`config.mk`:
```
export PLATFORM = sky130hd
export DESIGN_NAME = menu_select_controller
export DESIGN_NICKNAME = d
export VERILOG_FILES = /design/src/rtl/menu_select_controller.sv
export SDC_FILE = /design/constraint.sdc
export NUM_CORES = 1
export LEC_CHECK = 0
export ABC_AREA = 1
export BUFFER_PORTS_ARGS = -buffer_cell sky130_fd_sc_hd__buf_2
export CAP_MARGIN = 20
export CORE_MARGIN = 3
export CORE_UTILIZATION = 30
export CTS_CLUSTER_SIZE = 20
export DETAILED_ROUTE_END_ITERATION = 12
export PLACE_DENSITY = 0.55
export REMOVE_ABC_BUFFERS = 1
export SLEW_MARGIN = 15
export SYNTH_ARGS = -nofsm -noshare
export SYNTH_HDL_FRONTEND = slang
export SYNTH_SLANG_ARGS = --single-unit
```
`constraint.sdc`:
```
create_clock -name clock -period 2 [get_ports clock]
set_input_delay 0.1 -clock clock [delete_from_list [all_inputs] [get_ports clock]]
set_output_delay 0.1 -clock clock [all_outputs]
set_load 0.01 [all_outputs]
```
`src/rtl/menu_select_controller.sv`:
```
// menu_select_controller
//   Front-end control for the main-menu renderer. Synchronises and debounces
//   the five board pushbuttons, tracks the highlighted menu option, and steps
//   the screen sequence MENU -> LAUNCH -> GAME / SCORES.
//   Outputs:
//     metadata  [28:26] option code, [25:24] screen code, [23:0] zero
//     start_game  one-cycle launch pulse
//     game_mode   mode latched at launch
//   Optional build macro MENU_WRAP_EN: when defined, up/down navigation wraps
//   within a column. When undefined, top/bottom moves hold position.
module menu_select_controller #(
  parameter int unsigned DEBOUNCE_CYCLES = 500000
) (
  input  logic        clock,
  input  logic        resetn,
  input  logic        key_up_n,
  input  logic        key_down_n,
  input  logic        key_left_n,
  input  logic        key_right_n,
  input  logic        key_select_n,
  input  logic        game_over,
  output logic [28:0] metadata,
  output logic        start_game,
  output logic [1:0]  game_mode
);

  typedef enum logic [1:0] {
    S_MENU   = 2'd0,
    S_LAUNCH = 2'd1,
    S_GAME   = 2'd2,
    S_SCORES = 2'd3
  } state_e;

  typedef enum logic [2:0] {
    EV_NONE   = 3'd0,
    EV_SELECT = 3'd1,
    EV_UP     = 3'd2,
    EV_DOWN   = 3'd3,
    EV_LEFT   = 3'd4,
    EV_RIGHT  = 3'd5
  } event_e;

  // Key vector order: {select, up, down, left, right}.
  localparam int unsigned K_SELECT = 4;
  localparam int unsigned K_UP     = 3;
  localparam int unsigned K_DOWN   = 2;
  localparam int unsigned K_LEFT   = 1;
  localparam int unsigned K_RIGHT  = 0;

  localparam logic [19:0] CNT_MAX = 20'(DEBOUNCE_CYCLES - 1);

  logic [4:0]  raw_n;
  logic [4:0]  sync1_q, sync2_q;
  logic [4:0]  pressed;
  logic [19:0] cnt_q, cnt_d;
  logic        tick;
  logic [4:0]  sample_q;
  logic        primed_q;
  logic [4:0]  rise;
  event_e      ev;

  state_e      state_q, state_d;
  logic [2:0]  option_q, option_d;
  logic [1:0]  mode_q, mode_d;
  logic [1:0]  screen_q, screen_d;
  logic        start_q, start_d;

  assign raw_n   = {key_select_n, key_up_n, key_down_n, key_left_n, key_right_n};
  assign pressed = ~sync2_q;

  // Two-flop synchroniser for the asynchronous raw buttons.
  // NOTE: every flop resets here, including the synchroniser, so that a
  // button held through reset still looks released until it is really sampled.
  always_ff @(posedge clock or negedge resetn) begin
    if (!resetn) begin
      sync1_q <= '1;
      sync2_q <= '1;
    end else begin
      // NOTE: non-blocking assignments so both stages see pre-edge values.
      sync1_q <= raw_n;
      sync2_q <= sync1_q;
    end
  end

  // Free-running sample counter; the wrap cycle is the sample tick.
  assign tick  = (cnt_q == CNT_MAX);
  assign cnt_d = tick ? 20'd0 : cnt_q + 20'd1;

  always_ff @(posedge clock or negedge resetn) begin
    if (!resetn) cnt_q <= 20'd0;
    else         cnt_q <= cnt_d;
  end

  // Latch the debounced key levels on every tick. The first tick after reset
  // only primes the samples, so a key held through reset must be released
  // and pressed again before it counts.
  always_ff @(posedge clock or negedge resetn) begin
    if (!resetn) begin
      sample_q <= '0;
      primed_q <= 1'b0;
    end else if (tick) begin
      sample_q <= pressed;
      primed_q <= 1'b1;
    end
  end

  // Press events: sample 0->1 on a primed tick, reduced to the single
  // highest-priority key (select > up > down > left > right).
  assign rise = (tick && primed_q) ? (pressed & ~sample_q) : 5'd0;

  always_comb begin
    // NOTE: default first so every path assigns ev and no latch is inferred.
    ev = EV_NONE;
    if      (rise[K_SELECT]) ev = EV_SELECT;
    else if (rise[K_UP])     ev = EV_UP;
    else if (rise[K_DOWN])   ev = EV_DOWN;
    else if (rise[K_LEFT])   ev = EV_LEFT;
    else if (rise[K_RIGHT])  ev = EV_RIGHT;
  end

  // Menu grid: left column 0..2 (Play 1P, Endless, Play 2P),
  // right column 3..4 (Top 1P, Top Endless).
  function automatic logic [2:0] nav(input logic [2:0] opt, input event_e e);
    logic [2:0] n;
    n = opt;
    unique case (opt)
      3'd0: begin
`ifdef MENU_WRAP_EN
        if (e == EV_UP) n = 3'd2;
`endif
        if (e == EV_DOWN)  n = 3'd1;
        if (e == EV_RIGHT) n = 3'd3;
      end
      3'd1: begin
        if (e == EV_UP)    n = 3'd0;
        if (e == EV_DOWN)  n = 3'd2;
        if (e == EV_RIGHT) n = 3'd4;
      end
      3'd2: begin
        if (e == EV_UP)    n = 3'd1;
`ifdef MENU_WRAP_EN
        if (e == EV_DOWN)  n = 3'd0;
`endif
        if (e == EV_RIGHT) n = 3'd4;
      end
      3'd3: begin
`ifdef MENU_WRAP_EN
        if (e == EV_UP)    n = 3'd4;
`endif
        if (e == EV_DOWN)  n = 3'd4;
        if (e == EV_LEFT)  n = 3'd0;
      end
      3'd4: begin
        if (e == EV_UP)    n = 3'd3;
`ifdef MENU_WRAP_EN
        if (e == EV_DOWN)  n = 3'd3;
`endif
        if (e == EV_LEFT)  n = 3'd1;
      end
      default: n = opt;
    endcase
    return n;
  endfunction

  function automatic logic [1:0] screen_of(input state_e s);
    logic [1:0] c;
    unique case (s)
      S_MENU:   c = 2'd0;
      S_LAUNCH: c = 2'd1;
      S_GAME:   c = 2'd1;
      S_SCORES: c = 2'd2;
      default:  c = 2'd0;
    endcase
    return c;
  endfunction

  // Screen sequencing, option navigation and launch decisions.
  always_comb begin
    state_d  = state_q;
    option_d = option_q;
    mode_d   = mode_q;
    unique case (state_q)
      S_MENU: begin
        if (ev == EV_SELECT) begin
          if (option_q <= 3'd2) begin
            state_d = S_LAUNCH;
            // Mode is captured on entry to LAUNCH so it is already valid
            // while start_game is high.
            mode_d  = option_q[1:0];
          end else begin
            state_d = S_SCORES;
          end
        end else if (ev != EV_NONE) begin
          option_d = nav(option_q, ev);
        end
      end
      S_LAUNCH: state_d = S_GAME;
      S_GAME:   if (game_over) state_d = S_MENU;
      S_SCORES: if (ev == EV_SELECT || ev == EV_LEFT) state_d = S_MENU;
      default:  state_d = S_MENU;
    endcase
    start_d  = (state_d == S_LAUNCH);
    screen_d = screen_of(state_d);
  end

  // State and output registers; every output comes straight from a flop.
  always_ff @(posedge clock or negedge resetn) begin
    if (!resetn) begin
      state_q  <= S_MENU;
      option_q <= 3'd0;
      mode_q   <= 2'd0;
      screen_q <= 2'd0;
      start_q  <= 1'b0;
    end else begin
      state_q  <= state_d;
      option_q <= option_d;
      mode_q   <= mode_d;
      screen_q <= screen_d;
      start_q  <= start_d;
    end
  end

  assign metadata   = {option_q, screen_q, 24'd0};
  assign start_game = start_q;
  assign game_mode  = mode_q;

endmodule

```
==> results of run 1 <==
==> timing repair <==
item	in CTS	in global routing
hold endpoints to repair	41	0
hold buffers	6	0
pin swaps	9	29
buffers inserted	10	14
gates resized for setup	20	36
setup endpoints to repair	9	14
==> layout by cell type (no fill, tap or decap), drive strengths merged <==
master,synthesis,layout
a21oi,5,5
a31oi,1,1
and3,1,1
buf,25,81
clkbuf,0,5
conb,1,24
dfrtp,36,36
dfstp,10,10
dlygate4sd3,0,6
ha,3,3
inv,55,58
nand2,76,76
nand3,23,23
nand4,18,18
nor2,58,58
nor3,13,13
nor3b,1,1
nor4,1,1
o211ai,3,3
o21ai,11,11
or2,2,2
xnor2,1,1
xor2,2,2
==> per-stage QoR <==
stage,cell area (um^2),utilization [%],TNS [ps],worst slack [ps],power [uW]
after floorplan,2650,-,-18.6,-18.6,994
after global placement,3220,36.5,-463,-116,1020
after detailed placement,3220,36.5,-1010,-240,1020
after CTS,3520,39.9,-236,-90.6,1680
after global routing,3750,42.6,-1960,-257,1730
final,3750,42.6,-360,-63.7,1650
==> cell families (layout without fill, tap and decap cells) <==
logic type               Yosys count  count (layout)
buffers and inverters             80             150
AND/OR/NAND/NOR                  193             193
flip-flops                        46              46
AO/OA/AOI/OAI                     20              20
adder cells (fa/ha/maj)            3               3
other                              1              24
XOR/XNOR                           3               3
==> path summary, 6_finish.rpt <==
| path | startpoint | endpoint | slack (ps) | cells after the start |
|---|---|---|---|---|
| setup reg to reg | cnt_q[1]$_DFF_PN0_ | screen_q[1]$_DFF_PN0_ | -60 | 14 |
| hold / removal | game_over | state_q[1]$_DFF_PN0_ | 280 | 5 |
| max in group asynchronous | resetn | sample_q[0]$_DFFE_PN0N_ | 1190 | 3 |
| hold reg to reg | sync1_q[2]$_DFF_PN1_ | sync2_q[2]$_DFF_PN1_ | 360 | 0 |
| min in group asynchronous | resetn | cnt_q[6]$_DFF_PN0_ | 410 | 3 |
| setup / recovery | cnt_q[1]$_DFF_PN0_ | screen_q[1]$_DFF_PN0_ | -60 | 14 |
==> layer usage <==
metal	part of all wire [%]	wire length (um)	track usage (%)	vias to the layer above
li1	-	-	-	1232
met5	0	0	0	-
met3	3.2	202	2.27	8
met2	49	3080	20.4	48
met4	1.6	103	4.81	0
met1	46	2880	16.4	1127
==> worst min-delay path: stages <==
cell and delay [ps]:
buf_2 100, nor2_1 100, o21ai_1 80, o21ai_2 90, buf_4 110
==> state kept, by name (all words and copies together) (netlist names) <==
name / cells
primed_q: 1
cnt_q: 20
sync2_q: 5
screen_q: 2
state_q: 2
game_mode: 2
sample_q: 5
start_game: 1
option_q: 3
sync1_q: 5
==> report_power, final <==
group	leakage, uW	total, uW	internal (uW)	switching (uW)
Combinational	0.00134	63.4	16.0	47.5
Clock	0.0000495	630	260	370
Sequential	0.000594	953	948	5.10
Total	0.00198	1650	1220	422
==> final cells by class <==
| class | count | share of cell area (%) |
|---|---|---|
| Sequential cell | 46 | 31.0 |
| Tap cell | 108 | 3.60 |
| Timing Repair Buffer | 87 | 17.4 |
| Clock buffer | 5 | 1.83 |
| Multi-Input combinational cell | 243 | 39.9 |
| Clock inverter | 3 | 0.700 |
| Inverter | 55 | 5.50 |
==> impl_metrics.ini, run 1 <==
[floorplanning]
core_um2 = 8810
rows = 34
start_util_pct = 31.2
boundaryPins = 40
dieArea_um2 = 10400
die_h_um = 102
die_w_um = 102

[yosys]
synthFlopType = dfrtp_1
synth_compound_area_share_pct = 4.64
postSynthCellCount = 346
ys_ff_latch = 46
synth_top_cell_area_share_pct = 32.7
syn_area_per_cell_um2 = 7.95
yosys.area.top_type = dfrtp_1
ys_warn_count = 0
synth_edf_count = 0
synth_top_family_by_area = simple AND/OR/NAND/NOR gates
netlist_area_um2 = 2750
yosys.area_share.simple_pct = 36.3
yosys-top-cells-count = nand2_1 (69), inv_1 (47), nor2_1 (47)
synthAdderAreaFrac_pct = 1.36
yosysMostFrequentCell = nand2_1
yosysSeqAreaShare_pct = 42.3
synth_cell_types = 34
synthTopCellsByArea = dfrtp_1 (33%), dfstp_2 (9.5%), nand2_1 (9.4%), buf_4 (6.8%), inv_1 (6.4%)
synthMuxAreaShare_pct = 0
synth_xor_area_share_pct = 0.955
synthArstFlopShare_pct = 100

[grt]
grt-ovfl-total = 0
grt_max_degree = 47
antenna_found_initial = 0
grt_first_pass_wirelength_um = 10300
grt_use_total_pct = 12.5
grt_pass1_vias = 2303

[final_layout]
stdcell_count = 547
areaGrowthSynthToFinish_pct = 36.4
antenna_cells = 0
fin_nets = 449
regArea_um2 = 1160
fillers = 851
multi_input_area_um2 = 1500
drive_gt1_share_pct = 40.8

[setup_path]
crit_chain = ha_4, nand2_4, inv_2, nand2_4, nor2_4, nand2_2, nor4_4, nand4_1, nand2_1, nand3_1, o21ai_1, o21ai_2, buf_4, ha_1
arrival_ps = 2270
cp_slowest_cell = dfrtp_1
cpPeakStageDelay_ps = 410
cp-start-kind = flip-flop
path_buf_inv = 2
path_max_fanout = 3
critPathKind = flip-flop to flip-flop
worst_ep_required_time_ps = 2210
crit_family = simple AND/OR/NAND/NOR gates
end_kind = flip-flop
crit_path_frequent_cell = nand2_4

[clock_network]
cts_buffer_depth = 2
root_buffer = clkbuf_8
cts_sinks = 46
path_clk_slew_ps = 100
ctsHtreeMaxLevel = 2
cts_buffers = 5
clk_latency_ps = 310
cts_tree = yes

[sta]
maxSlewViolCount = 0
final-hold-violation-count = 0
setup_viol = 8
fin_skew_ps = 8.24
fmax_mhz = 485
finalCriticalPeriod_ps = 2060
rsz0062_at_grt = true
worst_pin_slew_ps = 596
fin_crit_sh_pct = 103
fin_hold_ws_ps = 283
relSlewSlack_pct = 60.3
worst_slack_ps = -63.7

[detailed_routing]
via_count = 2415
wl_per_cell_um = 11.4
viasPerCell = 4.41
drtIter0Drc = 94
ant_nets = 0
wl_um = 6260
drc_errors = 0
drtPass1Iterations = 4

[job]
maxCapViolCount = 0

[power_and_ir_drop]
power.leakage_uw = 0.00198
power.density_nw_per_um2 = 439
peakVddDrop_mv = 0.294

[placed_design]
dp.cells = 513
gp_congestion = 0.864
dp_hpwl_um = 4480
io_buffers = 15

[status]
status = finished with violations
violations = negative setup slack

[worst_hold_path]
hold_class = input port to flip-flop
(Power assumes the default switching activity.)
==> inputs of run 2 (changes only) <==
CORE_UTILIZATION = 52   (was 30)
PLACE_DENSITY = 0.83   (was 0.55)
SKIP_CTS_REPAIR_TIMING = 1   (was not set)
==> run 2 against run 1 <==
  * The flow still finishes with violations (negative setup slack)
  * Hold slack got worse by 140 ps
  * Cell count fell by 10%
  * Power fell by 2.9%
  * Utilization rose by 28 points
  * Setup slack got worse by 130 ps
  * Largest cell class unchanged
==> impl_metrics.ini, run 2 (synthesis gave the netlist of run 1 again) <==
[status]
status = finished with violations
violations = negative setup slack

[sta]
fin_skew_ps = 14.9
fin_setup_tns_ps = -810
worst_pin_slew_ps = 565
setup_viol = 7
fin_crit_sh_pct = 109
relSlewSlack_pct = 62.3
final-hold-violation-count = 0
finalCriticalPeriod_ps = 2190
worst_slack_ps = -190
rsz0062_at_grt = true
maxSlewViolCount = 0
fmax_mhz = 457
fin_hold_ws_ps = 140

[setup_path]
arrival_ps = 2390
worstRegToRegCells = 17
path_max_fanout = 4
cp-start-kind = flip-flop
rrSetupSlack_ps = -190
critPathKind = flip-flop to flip-flop
end_kind = flip-flop
worst_ep_required_time_ps = 2200

[final_layout]
drive_gt1_share_pct = 37.2
top_register = cnt_q
areaGrowthSynthToFinish_pct = 26.7
largest_reg_flops = 20
antenna_cells = 0
final_cell_mix = nand2_1 (57), buf_4 (51), inv_1 (44), nor2_1 (42), dfrtp_1 (36)
fin_nets = 435
multi_input_area_um2 = 1410
final_cell_area_um2 = 3490
regArea_um2 = 1160
fillers = 339
final_common_cell = nand2_1

[detailed_routing]
via_count = 2482
wl_um = 6170
viasPerCell = 5.04
wl_per_cell_um = 12.5
ant_nets = 0
drtPass1Iterations = 5
drc_errors = 0
drtIter0Drc = 221

[grt]
grt_use_met3_pct = 2.83
grt-ovfl-total = 0
grt_pass1_vias = 2247
antenna_found_initial = 0
grt_max_degree = 47
grt_first_pass_wirelength_um = 9560
grt_use_met2_pct = 33.6
grt_use_met1_pct = 24.4
grt_use_total_pct = 19.0
top_usage_layer = met2

[floorplanning]
boundaryPins = 40
dieArea_um2 = 6200
die_h_um = 78.7
die_w_um = 78.7
rows = 25
core_um2 = 4910
start_util_pct = 56.0

[clock_network]
cts_sinks = 46
ctsHtreeMaxLevel = 2
cts_buffers = 5
cts_tree = yes
path_clk_slew_ps = 100
root_buffer = clkbuf_8
clk_latency_ps = 300
cts_buffer_depth = 2

[job]
maxCapViolCount = 0

[power_and_ir_drop]
clock_power_share_pct = 36.5
peakVddDrop_mv = 0.593
power.leakage_uw = 0.00186
power.density_nw_per_um2 = 459
switchingPower_uw = 383
switching_share_pct = 24.0
p_int_uw = 1220
combinationalPowerShare_pct = 3.9
pwr-share-seq_pct = 59.6

[worst_hold_path]
hold_depth = 4
hold_class = input port to flip-flop

[placed_design]
placed_area_um2 = 3120
dp_hpwl_um = 4320
gp_congestion = 0.903
io_buffers = 15
place_ws_ps = -261
run 2: cell count changes in the layout (fill, tap and decap cells not counted), sizes merged:
| cell | change |
|---|---|
| clkinv | +1 |
| clkinvlp | +1 |
| inv | -2 |
| buf | -14 |
run 2: cell type report:
| class | count | share of cell area [%] |
|---|---|---|
| multi-input combinational | 243 | 40.4 |
| inverter | 55 | 5.92 |
| sequential | 46 | 33.4 |
| clock buffer | 5 | 1.97 |
| tap | 67 | 2.40 |
| clock inverter | 3 | 0.718 |
| timing repair buffer | 73 | 15.2 |
run 2: per-stage QoR:
step | std cells | power [uW] | util [%]
5_1_grt | 492 | 1670 | 71.0
4_1_cts | 475 | 1600 | 65.4
2_1_floorplan | 344 | 994 | -
3_5_place_dp | 467 | 1020 | 63.5
6_report | 492 | 1600 | 71.0
3_3_place_gp | 467 | 1020 | 63.5
run 2: worst paths after layout:
path,startpoint,endpoint
hold / removal,game_over,state_q[1]$_DFF_PN0_
max in group asynchronous,resetn,cnt_q[19]$_DFF_PN0_
min in group asynchronous,resetn,cnt_q[12]$_DFF_PN0_
setup / recovery,cnt_q[0]$_DFF_PN0_,option_q[2]$_DFFE_PN0P_
setup reg to reg,cnt_q[0]$_DFF_PN0_,option_q[2]$_DFFE_PN0P_
hold reg to reg,sync1_q[4]$_DFF_PN1_,sync2_q[4]$_DFF_PN1_
run 2: critical path, stage by stage, from the launching register on:
cell and delay (ps):
dfrtp_1 360, ha_2 200, nand2_4 60, inv_2 80, nand2_4 60, buf_4 140, nor2_1 160, nand4_2 140
nor2_1 120, nand2_1 80, nand2_2 90, nand3_2 110, nand3_1 110, nand2_2 60, nand2_2 100, nand3_2 100
nand2_1 60, nand2_1 50
run 2: metal layers:
metal | part of all wire, % | wire length, um
met4 | 1.9 | 116
met1 | 44 | 2730
met2 | 49 | 3050
met3 | 4.4 | 272
met5 | 0 | 0
run 2: power groups by stage:
stage,sequential (uW),clock [uW],combinational (uW)
6_report,953,584,62.5
4_1_cts,953,599,53.3
3_5_place_dp,970,0,53.3
5_1_grt,955,642,70.4
2_1_floorplan,969,0,25.5
3_3_place_gp,970,0,52.8
